### src/rtl/smart_home_zoned.sv
// smart_home_zoned: per-zone thermostat FSMs with hysteresis, minimum on-time, fault detect and button-selected status colour
module smart_home_zoned #(
  parameter int ZONES = 4,
  parameter int TEMP_W = 5,
  parameter int HEAT_ON = 18,
  parameter int TARGET = 20,
  parameter int COOL_ON = 22,
  parameter int MIN_DWELL = 8,
  localparam int SW = ZONES > 1 ? $clog2(ZONES) : 1
) (
  input  logic                    clk,
  input  logic                    rst,
  input  logic                    button,
  input  logic [ZONES*TEMP_W-1:0] temperature,
  output logic [ZONES-1:0]        heating,
  output logic [ZONES-1:0]        cooling,
  output logic [ZONES-1:0]        fault,
  output logic [SW-1:0]           zone_sel,
  output logic [2:0]              colour
);
  typedef enum logic [1:0] {IDLE, HEAT, COOL, FAULT} state_t;
  localparam int CW = MIN_DWELL > 0 ? $clog2(MIN_DWELL + 1) : 1;
  localparam logic [TEMP_W-1:0] HT = TEMP_W'(HEAT_ON);
  localparam logic [TEMP_W-1:0] TG = TEMP_W'(TARGET);
  localparam logic [TEMP_W-1:0] CL = TEMP_W'(COOL_ON);
  localparam logic [CW-1:0] DW = CW'(MIN_DWELL);
  logic [2:0] col [ZONES];
  logic btn_q;
  for (genvar z = 0; z < ZONES; z++) begin : g_zone
    state_t st, nx;
    logic [CW-1:0] cnt, cnt_nx;
    logic [TEMP_W-1:0] t;
    logic bad, dw;
    assign t = temperature[z*TEMP_W +: TEMP_W];
    always_comb begin
      bad = t == '0 || t == '1;
      dw = cnt == DW;
      cnt_nx = '0;
      nx = IDLE;
      case (st)
        IDLE: nx = t <= HT ? HEAT : t >= CL ? COOL : IDLE;
        HEAT: begin
          nx = dw && t >= TG ? IDLE : HEAT;
          cnt_nx = dw ? cnt : cnt + CW'(1);
        end
        COOL: begin
          nx = dw && t <= TG ? IDLE : COOL;
          cnt_nx = dw ? cnt : cnt + CW'(1);
        end
        default: nx = IDLE;
      endcase
      if (bad) nx = FAULT;
    end
    always_ff @(posedge clk)
      if (rst) begin
        st <= IDLE;
        cnt <= '0;
      end else begin
        st <= nx;
        cnt <= cnt_nx;
      end
    assign heating[z] = st == HEAT;
    assign cooling[z] = st == COOL;
    assign fault[z] = st == FAULT;
    assign col[z] = st == HEAT ? 3'b100 : st == COOL ? 3'b001 : st == FAULT ? 3'b111 : 3'b010;
  end
  // history resets high so a button held through reset gives no advance
  always_ff @(posedge clk)
    if (rst) begin
      btn_q <= 1'b1;
      zone_sel <= '0;
    end else begin
      btn_q <= button;
      if (button && !btn_q) zone_sel <= zone_sel == SW'(ZONES - 1) ? '0 : zone_sel + SW'(1);
    end
  assign colour = col[zone_sel];
endmodule
### config.mk
export PLATFORM = sky130hd
export DESIGN_NAME = smart_home_zoned
export DESIGN_NICKNAME = d
export VERILOG_FILES = /design/src/rtl/smart_home_zoned.sv
export SDC_FILE = /design/constraint.sdc
export NUM_CORES = 1
export LEC_CHECK = 0
export ABC_AREA = 1
export BUFFER_PORTS_ARGS = -buffer_cell sky130_fd_sc_hd__buf_4
export CORE_UTILIZATION = 54
export DETAILED_ROUTE_END_ITERATION = 6
export GPL_ROUTABILITY_DRIVEN = 0
export MAX_ROUTING_LAYER = met4
export PLACE_DENSITY = 0.79
export SETUP_SLACK_MARGIN = 0.02
export SLEW_MARGIN = 10
export SYNTH_ARGS = -nofsm -noshare
export SYNTH_HDL_FRONTEND = slang
export SYNTH_SLANG_ARGS = --single-unit
### constraint.sdc
create_clock -name clk -period 1.4 [get_ports clk]
set_input_delay 0.14 -clock clk [delete_from_list [all_inputs] [get_ports clk]]
set_output_delay 0.14 -clock clk [all_outputs]
set_load 0.02 [all_outputs]
==> results.toml, run 1 <==
[yosys]
syn-instance-count = 270
ys_seq_area_share_pct = 28.6
netlist-cell-type-count = 25
netlist_area_um2 = 1890
synth-seq-cells = 27
avgSynthCellArea_um2 = 7.00
yosys_warnings = 0
synthesis.nets = 318

[setup_path]
crit_fanout = 2
worst_ep_arrival_time_ns = 1.50
cp.required_ns = 1.26
critPathKind = "register to output pin"
critical_path_launch_point_type = "register"
end_kind = "output pin"

[global_route]
wire_length_of_the_first_global_routing_pass_mm = 7.07
groute.usage.overall_pct = 26.1
via_count_of_the_first_global_routing_pass = 1757
antenna_found_initial = 0
grt_max_degree = 18
grt-ovfl-total = 0

[clock_tree]
htreeDepth = 1
cts.reportedPaths.clkPinSlew_ns = 0.17
clock_latency_of_the_later_clocked_register_in_the_worst_skew_pair_ns = 0.35
cts_tree = "done"
clockRootBuffer = "sky130_fd_sc_hd__clkbuf_4"
tritoncts_num_sinks = 27
clock_path_buffers = 2
cts_bufs_inserted = 3

[status]
failing_checks = "negative setup slack"
run_status = "finished with violations"

[timing]
setup_violations = 3
final.hold.worst_slack_ns = 0.141
final.setup.worst_slack_ns = -0.239
worstMarginPinSlew_ns = 0.276
final_min_period_over_clock_period_pct = 117
finalHoldViolations = 0
maxClockFrequency_ghz = 0.610
final_max_slew_viol_count = 0
final.min_clock_period_ns = 1.64
worst_clock_skew_ns = 0.0168
maxSlewHeadroom_pct = 81.4
setup_repair_after_global_routing_missed_its_margin = "true"

[power_and_ir_drop]
fin_total_pwr_w = 0.00241
leakage_nw = 1.17
vdd_drop_max_v = 0.000797
power-per-cell-area_nw_per_um2 = 889

[finish]
syn2layout_area_growth_pct = 43.4
multiInputGateArea_um2 = 1380
nFillCells = 205
diodes = 0
regArea_um2 = 567
drive_gt1_share_pct = 40.3
layout.core_utilization_pct = 81.3
final-instance-count-excl-fill = 376
nets = 379

[min_path]
hold_class = "primary input to register"

[placement]
placedCellCount = 361
io_buffer_count = 39
dp_hpwl_mm = 3.14

[die]
initial_util_pct = 56.7
row_count = 21
io-pin-count = 40
die-height_um = 61.2
design.core.area_um2 = 3340
die_width_um = 61.2
fp.dieArea_um2 = 3740

[route]
vias = 2007
remaining_drc_errors = 0
drt-total-wl_mm = 5.32
detail_route.first_pass.iterations = 4
detailedRoute.firstIterationViolations = 149
final_antenna_net_count = 0
detail_route.vias_per_cell = 5.34
drt-wirelength-per-cell_um = 14.2

[run]
drv.max_cap_violation_count = 0
-- registers in the layout, indices dropped and copies added, names as in the netlist --
name and cells:
g_zone.cnt 16, g_zone.st 8, zone_sel 2, btn_q 1
-- layout make-up --
cell class,instances,share of cell area (%)
clock inverters,1,0.185
well taps,46,2.12
inverters,51,7.61
clock buffers,3,0.831
flip-flops and latches,27,20.9
repair buffers,59,17.5
multi-input cells,189,50.8
-- logic make-up (layout without fill, tap and decap cells) --
| group | Yosys count | count (layout) | synth area share, % |
|---|---|---|---|
| flops | 27 | 27 | 28.6 |
| xor+xnor | 4 | 4 | 1.85 |
| fa+ha+maj | 25 | 25 | 16.5 |
| compound gates | 57 | 57 | 15.8 |
| buf+inv | 54 | 114 | 11.1 |
| simple gates | 103 | 103 | 26.1 |
-- cells in the mapped netlist (all sizes together) --
cell     n  area (µm²)
xnor2    4        35.0
a21boi   2        15.0
o21ai   23         115
nand3   15        85.1
a22oi    1        7.51
nor2    21        93.8
nor4     4        37.5
buf      3        17.5
dfxtp   27         541
nand2   52         203
ha      25         313
a21oi   29         145
inv     48         180
o31ai    1        7.51
nor3    11        75.1
o311ai   1        8.76
clkinv   3        11.3
-- stage by stage --
stage / TNS (ns) / setup slack (ns) / area, µm²
after floorplan: 0 / 0.0279 / 1890
after global placement: -0.0348 / -0.0348 / 2290
after detailed placement: -0.128 / -0.115 / 2290
after CTS: -0.487 / -0.190 / 2600
after global routing: -0.845 / -0.273 / 2710
final: -0.628 / -0.239 / 2710
-- critical path: stages, from the launching register on --
cell and delay, ns:
sky130_fd_sc_hd__dfxtp_2 0.39, sky130_fd_sc_hd__inv_2 0.06, sky130_fd_sc_hd__ha_4 0.24, sky130_fd_sc_hd__inv_4 0.06, sky130_fd_sc_hd__a21oi_2 0.05, sky130_fd_sc_hd__a22oi_2 0.20, sky130_fd_sc_hd__buf_6 0.14
-- metal layers --
layer | GRT usage (%) | share of wire, % | up-vias
met5 | - | 0 | -
met4 | 14.0 | 4.3 | 0
met3 | 2.10 | 3.8 | 23
met2 | 46.3 | 50 | 74
met1 | 29.0 | 42 | 921
li1 | - | - | 989
-- final timing paths --
check                   start  cells past startpoint  slack [ns]               end
max           g_zone[2].st[0]                      6       -0.24         colour[1]
min                       rst                      2        0.14   g_zone[0].st[0]
max reg2reg  g_zone[2].cnt[1]                      9        0.06   g_zone[2].st[1]
min reg2reg  g_zone[3].cnt[0]                      1        0.48  g_zone[3].cnt[0]
-- layout by cell type (no fill, tap or decap), drive strengths merged --
cell type / count
a21boi: 2
a21oi: 29
a22oi: 1
buf: 58
clkbuf: 3
clkinv: 4
dfxtp: 27
dlygate4sd3: 1
ha: 25
inv: 48
nand2: 52
nand3: 15
nor2: 21
nor3: 11
nor4: 4
o21ai: 23
o311ai: 1
o31ai: 1
xnor2: 4
-- power by group --
group | total (W) | switching, W | leakage (nW) | internal (W)
combinational | 0.00111 | 0.000599 | 0.930 | 0.000515
clock | 0.000376 | 0.000269 | 0.0177 | 0.000108
sequential | 0.000919 | 0.0000770 | 0.226 | 0.000842
-- timing repair --
action                                  CTS  global route
hold buffers                              1             0
pin swaps                                11             8
resized for setup                        61            31
hold endpoints to repair                  1             0
setup buffers                             8             6
endpoints found under the setup margin    4            21
(Power assumes the default switching activity.)
==> inputs of run 2 (changes only) <==
--- a/config.mk
+++ b/config.mk
@@ -7,11 +7,13 @@
 export LEC_CHECK = 0
 export ABC_AREA = 1
 export BUFFER_PORTS_ARGS = -buffer_cell sky130_fd_sc_hd__buf_4
-export CORE_UTILIZATION = 54
+export CELL_PAD_IN_SITES_DETAIL_PLACEMENT = 1
+export CELL_PAD_IN_SITES_GLOBAL_PLACEMENT = 1
+export CORE_UTILIZATION = 38
 export DETAILED_ROUTE_END_ITERATION = 6
 export GPL_ROUTABILITY_DRIVEN = 0
 export MAX_ROUTING_LAYER = met4
-export PLACE_DENSITY = 0.79
+export PLACE_DENSITY_LB_ADDON = 0.1
 export SETUP_SLACK_MARGIN = 0.02
 export SLEW_MARGIN = 10
 export SYNTH_ARGS = -nofsm -noshare
==> results.toml, run 2 (synthesized netlist as in run 1, its figures left out) <==
[status]
run_status = "finished with violations"
failing_checks = "negative setup slack"

[die]
row_count = 25
initial_util_pct = 39.8
io-pin-count = 40
design.core.area_um2 = 4750
die-height_um = 72.5
die_width_um = 72.5
fp.dieArea_um2 = 5260

[placement]
io_buffer_count = 39
dp_hpwl_mm = 3.77
dpl-instance-area_um2 = 2400
placement.setup.worst_slack_ns = -0.0896

[global_route]
wire_length_of_the_first_global_routing_pass_mm = 8.43
groute.usage.overall_pct = 20.7
antenna_found_initial = 0
via_count_of_the_first_global_routing_pass = 1956
grt_max_degree = 18
grt-ovfl-total = 0

[power_and_ir_drop]
p_sw_w = 0.000894
seq_power_share_pct = 37.5
power.share.switching_pct = 36.7
power.internal_w = 0.00154
leakage_nw = 1.21
combinationalPowerShare_pct = 43.1
share_clk_of_total_power_pct = 19.4
power-per-cell-area_nw_per_um2 = 896
vdd_drop_max_v = 0.000605

[timing]
maxSlewHeadroom_pct = 82.4
setup-tns-final_ns = -0.424
setup_violations = 2
worst_clock_skew_ns = 0.00311
maxClockFrequency_ghz = 0.615
final_min_period_over_clock_period_pct = 116
final.setup.worst_slack_ns = -0.227
worstMarginPinSlew_ns = 0.264
final_max_slew_viol_count = 0
final.min_clock_period_ns = 1.63
setup_repair_after_global_routing_missed_its_margin = "true"
finalHoldViolations = 0

[route]
detail_route.first_pass.iterations = 4
detailedRoute.firstIterationViolations = 40
drt-wirelength-per-cell_um = 13.9
vias = 1947
detail_route.vias_per_cell = 4.86
final_antenna_net_count = 0
drt-total-wl_mm = 5.56
remaining_drc_errors = 0

[clock_tree]
cts.reportedPaths.clkPinSlew_ns = 0.09
cts_bufs_inserted = 3
htreeDepth = 1
clockRootBuffer = "sky130_fd_sc_hd__clkbuf_8"
cts_hold_buffers = 0
tritoncts_num_sinks = 27
clock_path_buffers = 2
cts_tree = "done"
clock_latency_of_the_later_clocked_register_in_the_worst_skew_pair_ns = 0.28

[setup_path]
cp.required_ns = 1.26
slowest_stage = "sky130_fd_sc_hd__dfxtp_4"
critical_path_launch_point_type = "register"
crit_fanout = 4
end_kind = "output pin"
critPathKind = "register to output pin"
worst_path_cell_chain = "inv_4, buf_6, ha_4, inv_2, a21oi_2, a22oi_1, buf_4"
path_depth = 7
worst_ep_arrival_time_ns = 1.49
worst-path-buf-inv = 4
timing.reg2reg.worst_path_depth = 8
critical_path.max_stage_delay_ns = 0.40
largest_delay_contributor_family_on_the_critical_path = "flip-flops"

[finish]
commonest_non_fill_non_tap_cells_in_the_layout = "59 x sky130_fd_sc_hd__buf_4, 48 x sky130_fd_sc_hd__nand2_1, 34 x sky130_fd_sc_hd__inv_1, 24 x sky130_fd_sc_hd__a21oi_1"
drive_gt1_share_pct = 38.9
nets = 383
reg_top3 = "g_zone.cnt (16), g_zone.st (8), zone_sel (2)"
finalInstanceArea_um2 = 2720
syn2layout_area_growth_pct = 43.6
largest_register_ff_count = 16
mostFrequentLayoutCell = "sky130_fd_sc_hd__buf_4"
diodes = 0
largest-register = "g_zone.cnt"

[min_path]
timing.hold.worst_path_depth = 3
hold_class = "primary input to register"

[run]
drv.max_cap_violation_count = 0
[run 2: changes by cell type in the layout (fill, tap and decap cells not counted), moves of 3 or more]
| cell | before | now |
|---|---|---|
| sky130_fd_sc_hd__ha_1 | 8 | 16 |
| sky130_fd_sc_hd__clkbuf_8 | 0 | 3 |
| sky130_fd_sc_hd__ha_2 | 6 | 3 |
| sky130_fd_sc_hd__buf_6 | 8 | 3 |
| sky130_fd_sc_hd__a21oi_1 | 27 | 24 |
| sky130_fd_sc_hd__o21ai_0 | 14 | 9 |
| sky130_fd_sc_hd__o21ai_1 | 8 | 11 |
| sky130_fd_sc_hd__ha_4 | 11 | 6 |
| sky130_fd_sc_hd__buf_4 | 50 | 59 |
| sky130_fd_sc_hd__clkbuf_4 | 3 | 0 |
| sky130_fd_sc_hd__inv_1 | 31 | 34 |
| sky130_fd_sc_hd__inv_4 | 6 | 3 |
[run 2: routing by layer]
metal  track usage, %  routed length (µm)  vias up
li1                 -                   -     1003
met1             26.1                2540      902
met2             35.8                2770       35
met3             1.67                 158        7
met4             5.23                  91        0
met5                -                   0        -
[run 2: final timing paths]
| kind | slack [ns] | endpoint | from |
|---|---|---|---|
| setup / recovery | -0.23 | colour[1] | g_zone[0].st[1] |
| hold reg to reg | 0.46 | g_zone[0].cnt[0] | g_zone[0].cnt[0] |
| hold / removal | 0.04 | btn_q | button |
| setup reg to reg | 0.08 | g_zone[0].cnt[3] | g_zone[0].st[1] |
[run 2: worst min-delay path, cell delays in order]
cell                      delay, ns
sky130_fd_sc_hd__buf_4         0.08
sky130_fd_sc_hd__inv_1         0.04
sky130_fd_sc_hd__nand2_1       0.04
[run 2: area by class of cell]
| type | instances | area [µm²] |
|---|---|---|
| clock buffer | 4 | 45.0 |
| fill | 611 | 2040 |
| inverter | 51 | 199 |
| multi-input combinational | 189 | 1330 |
| sequential | 27 | 567 |
| tap | 67 | 83.8 |
| timing repair buffer | 63 | 492 |
[run 2: repair_timing]
| item | in CTS | in global routing |
|---|---|---|
| pin swaps | 7 | 5 |
| endpoints found under the setup margin | 8 | 15 |
| gates resized for setup | 42 | 40 |
| gates cloned | 0 | 0 |
| endpoints found under the hold margin | 0 | 0 |
| setup buffers | 6 | 1 |
[run 2: metrics by stage]
stage | std cells | hold WS (ns) | power (W) | utilization [%]
final | 401 | 0.0438 | 0.00243 | 57.1
after global routing | 401 | 0.0709 | 0.00261 | 57.1
after CTS | 402 | 0.0504 | 0.00233 | 54.3
after detailed placement | 393 | 0.341 | 0.00174 | 50.5
after global placement | 393 | 0.327 | 0.00172 | 50.5
after floorplan | 270 | 0.236 | 0.00137 | -
[run 2: power groups by stage]
stage / combinational [W] / sequential (W) / clock, W
after global routing: 0.00117 / 0.000922 / 0.000518
after detailed placement: 0.000840 / 0.000903 / 0
after CTS: 0.000967 / 0.000898 / 0.000467
after global placement: 0.000819 / 0.000899 / 0
after floorplan: 0.000476 / 0.000898 / 0
final: 0.00105 / 0.000912 / 0.000471
==> inputs of run 3 (changes only) <==
--- a/config.mk
+++ b/config.mk
@@ -9,12 +9,14 @@
 export BUFFER_PORTS_ARGS = -buffer_cell sky130_fd_sc_hd__buf_4
 export CELL_PAD_IN_SITES_DETAIL_PLACEMENT = 1
 export CELL_PAD_IN_SITES_GLOBAL_PLACEMENT = 1
+export CORE_MARGIN = 2
 export CORE_UTILIZATION = 38
 export DETAILED_ROUTE_END_ITERATION = 6
 export GPL_ROUTABILITY_DRIVEN = 0
 export MAX_ROUTING_LAYER = met4
-export PLACE_DENSITY_LB_ADDON = 0.1
+export PLACE_DENSITY = 0.84
 export SETUP_SLACK_MARGIN = 0.02
+export SKIP_LAST_GASP = 1
 export SLEW_MARGIN = 10
 export SYNTH_ARGS = -nofsm -noshare
 export SYNTH_HDL_FRONTEND = slang
==> results.toml, run 3 (synthesized netlist as in run 1, its figures left out) <==
[die]
io-pin-count = 40
fp.dieArea_um2 = 5560
die-height_um = 74.5
design.core.area_um2 = 4750
row_count = 25
initial_util_pct = 39.8
die_width_um = 74.5

[global_route]
grt_max_degree = 18
wire_length_of_the_first_global_routing_pass_mm = 9.86
groute.usage.overall_pct = 23.8
antenna_found_initial = 0
grt-ovfl-total = 0
via_count_of_the_first_global_routing_pass = 2126

[finish]
nets = 386
nFillCells = 596
reg_top3 = "g_zone.cnt (16), g_zone.st (8), zone_sel (2)"
finalInstanceArea_um2 = 2850
largest-register = "g_zone.cnt"
largest_register_ff_count = 16
diodes = 0
syn2layout_area_growth_pct = 51.0
final-instance-count-excl-fill = 404
mostFrequentLayoutCell = "sky130_fd_sc_hd__buf_4"
commonest_non_fill_non_tap_cells_in_the_layout = "60 x sky130_fd_sc_hd__buf_4, 47 x sky130_fd_sc_hd__nand2_1, 26 x sky130_fd_sc_hd__inv_1, 23 x sky130_fd_sc_hd__a21oi_1, 16 x sky130_fd_sc_hd__inv_2"
drive_gt1_share_pct = 46.3

[timing]
final_min_period_over_clock_period_pct = 116
maxSlewHeadroom_pct = 77.3
final_max_slew_viol_count = 0
final.min_clock_period_ns = 1.63
worstMarginPinSlew_ns = 0.337
setup_repair_after_global_routing_missed_its_margin = "true"
final.setup.worst_slack_ns = -0.229
finalHoldViolations = 0
setup_violations = 3
worst_clock_skew_ns = 0.00787
maxClockFrequency_ghz = 0.614
setup-tns-final_ns = -0.414

[run]
drv.max_cap_violation_count = 0

[min_path]
timing.hold.worst_path_depth = 3
holdCritStartpoint = "button"
hold_class = "primary input to register"

[power_and_ir_drop]
leakage_nw = 1.23
p_sw_w = 0.00106
power.internal_w = 0.00160
share_clk_of_total_power_pct = 18.3
power.share.switching_pct = 39.7
seq_power_share_pct = 35.1
power-per-cell-area_nw_per_um2 = 931
fin_total_pwr_w = 0.00266
combinationalPowerShare_pct = 46.6
vdd_drop_max_v = 0.000480

[clock_tree]
cts_bufs_inserted = 3
cts.reportedPaths.clkPinSlew_ns = 0.11
clock_latency_of_the_later_clocked_register_in_the_worst_skew_pair_ns = 0.29
htreeDepth = 1
cts_hold_buffers = 0
tritoncts_num_sinks = 27
cts_tree = "done"
clockRootBuffer = "sky130_fd_sc_hd__clkbuf_8"
clock_path_buffers = 2

[placement]
io_buffer_count = 39
placement.setup.worst_slack_ns = -0.116
dp_hpwl_mm = 3.93
placedCellCount = 388
dpl-instance-area_um2 = 2360

[status]
run_status = "finished with violations"
failing_checks = "negative setup slack"

[setup_path]
critical_path_launch_point_type = "register"
worstSetupStartpoint = "g_zone[2].st[0]"
rrSetupSlack_ns = 0.03
critPathKind = "register to output pin"
worst_r2r_startpoint = "g_zone[3].cnt[0]"
end_kind = "output pin"
cp.required_ns = 1.26
crit_fanout = 2
timing.reg2reg.worst_path_depth = 9
worst_ep_arrival_time_ns = 1.49

[route]
vias = 2109
detail_route.vias_per_cell = 5.22
drt-total-wl_mm = 7.61
final_antenna_net_count = 0
drt-wirelength-per-cell_um = 18.8
remaining_drc_errors = 0
detailedRoute.firstIterationViolations = 81
detail_route.first_pass.iterations = 4
-- run 3: layer usage --
metal,up-vias,routed length [µm],track usage [%]
li1,1005,-,-
met1,1016,3160,27.1
met2,66,3890,42.5
met3,22,292,3.39
met4,0,265,7.94
met5,-,0,-
-- run 3: stage by stage --
stage	hold slack, ns	utilization, %
after floorplan	0.236	-
after CTS	0.0354	55.2
after detailed placement	0.337	49.7
after global placement	0.334	49.7
final	0.0327	60.0
after global routing	0.0371	60.0
-- run 3: final cells by class --
| cell class | count | area (µm²) | share of cell area, % |
|---|---|---|---|
| Multi-Input combinational cell | 189 | 1430 | 50.1 |
| Sequential cell | 27 | 569 | 19.9 |
| Timing Repair Buffer | 66 | 518 | 18.1 |
| Inverter | 51 | 206 | 7.23 |
| Tap cell | 67 | 83.8 | 2.94 |
| Clock buffer | 3 | 41.3 | 1.45 |
| Clock inverter | 1 | 5.00 | 0.175 |
-- run 3: worst paths after layout --
check,endpoint
max,colour[1]
min,btn_q
max reg2reg,g_zone[3].st[1]
min reg2reg,g_zone[0].cnt[0]
-- run 3: power groups by stage --
stage          sequential (W)  clock, W  combinational [W]
4_1_cts              0.000905  0.000479            0.00100
5_1_grt              0.000941  0.000520            0.00132
6_report             0.000932  0.000488            0.00124
2_1_floorplan        0.000898         0           0.000476
3_5_place_dp         0.000904         0           0.000826
3_3_place_gp         0.000898         0           0.000801
-- run 3: critical path, cell delays in order (launching register included) --
cell and delay, ns:
sky130_fd_sc_hd__dfxtp_2 0.38, sky130_fd_sc_hd__inv_2 0.07, sky130_fd_sc_hd__ha_4 0.27, sky130_fd_sc_hd__inv_2 0.04
sky130_fd_sc_hd__a21oi_2 0.17, sky130_fd_sc_hd__a22oi_2 0.12, sky130_fd_sc_hd__buf_6 0.15
-- run 3: repair_timing --
action / 4_1_cts / 5_1_grt
setup endpoints to repair: 9 / 23
pin swaps: 8 / 13
gates resized for setup: 53 / 58
setup buffers: 6 / 9
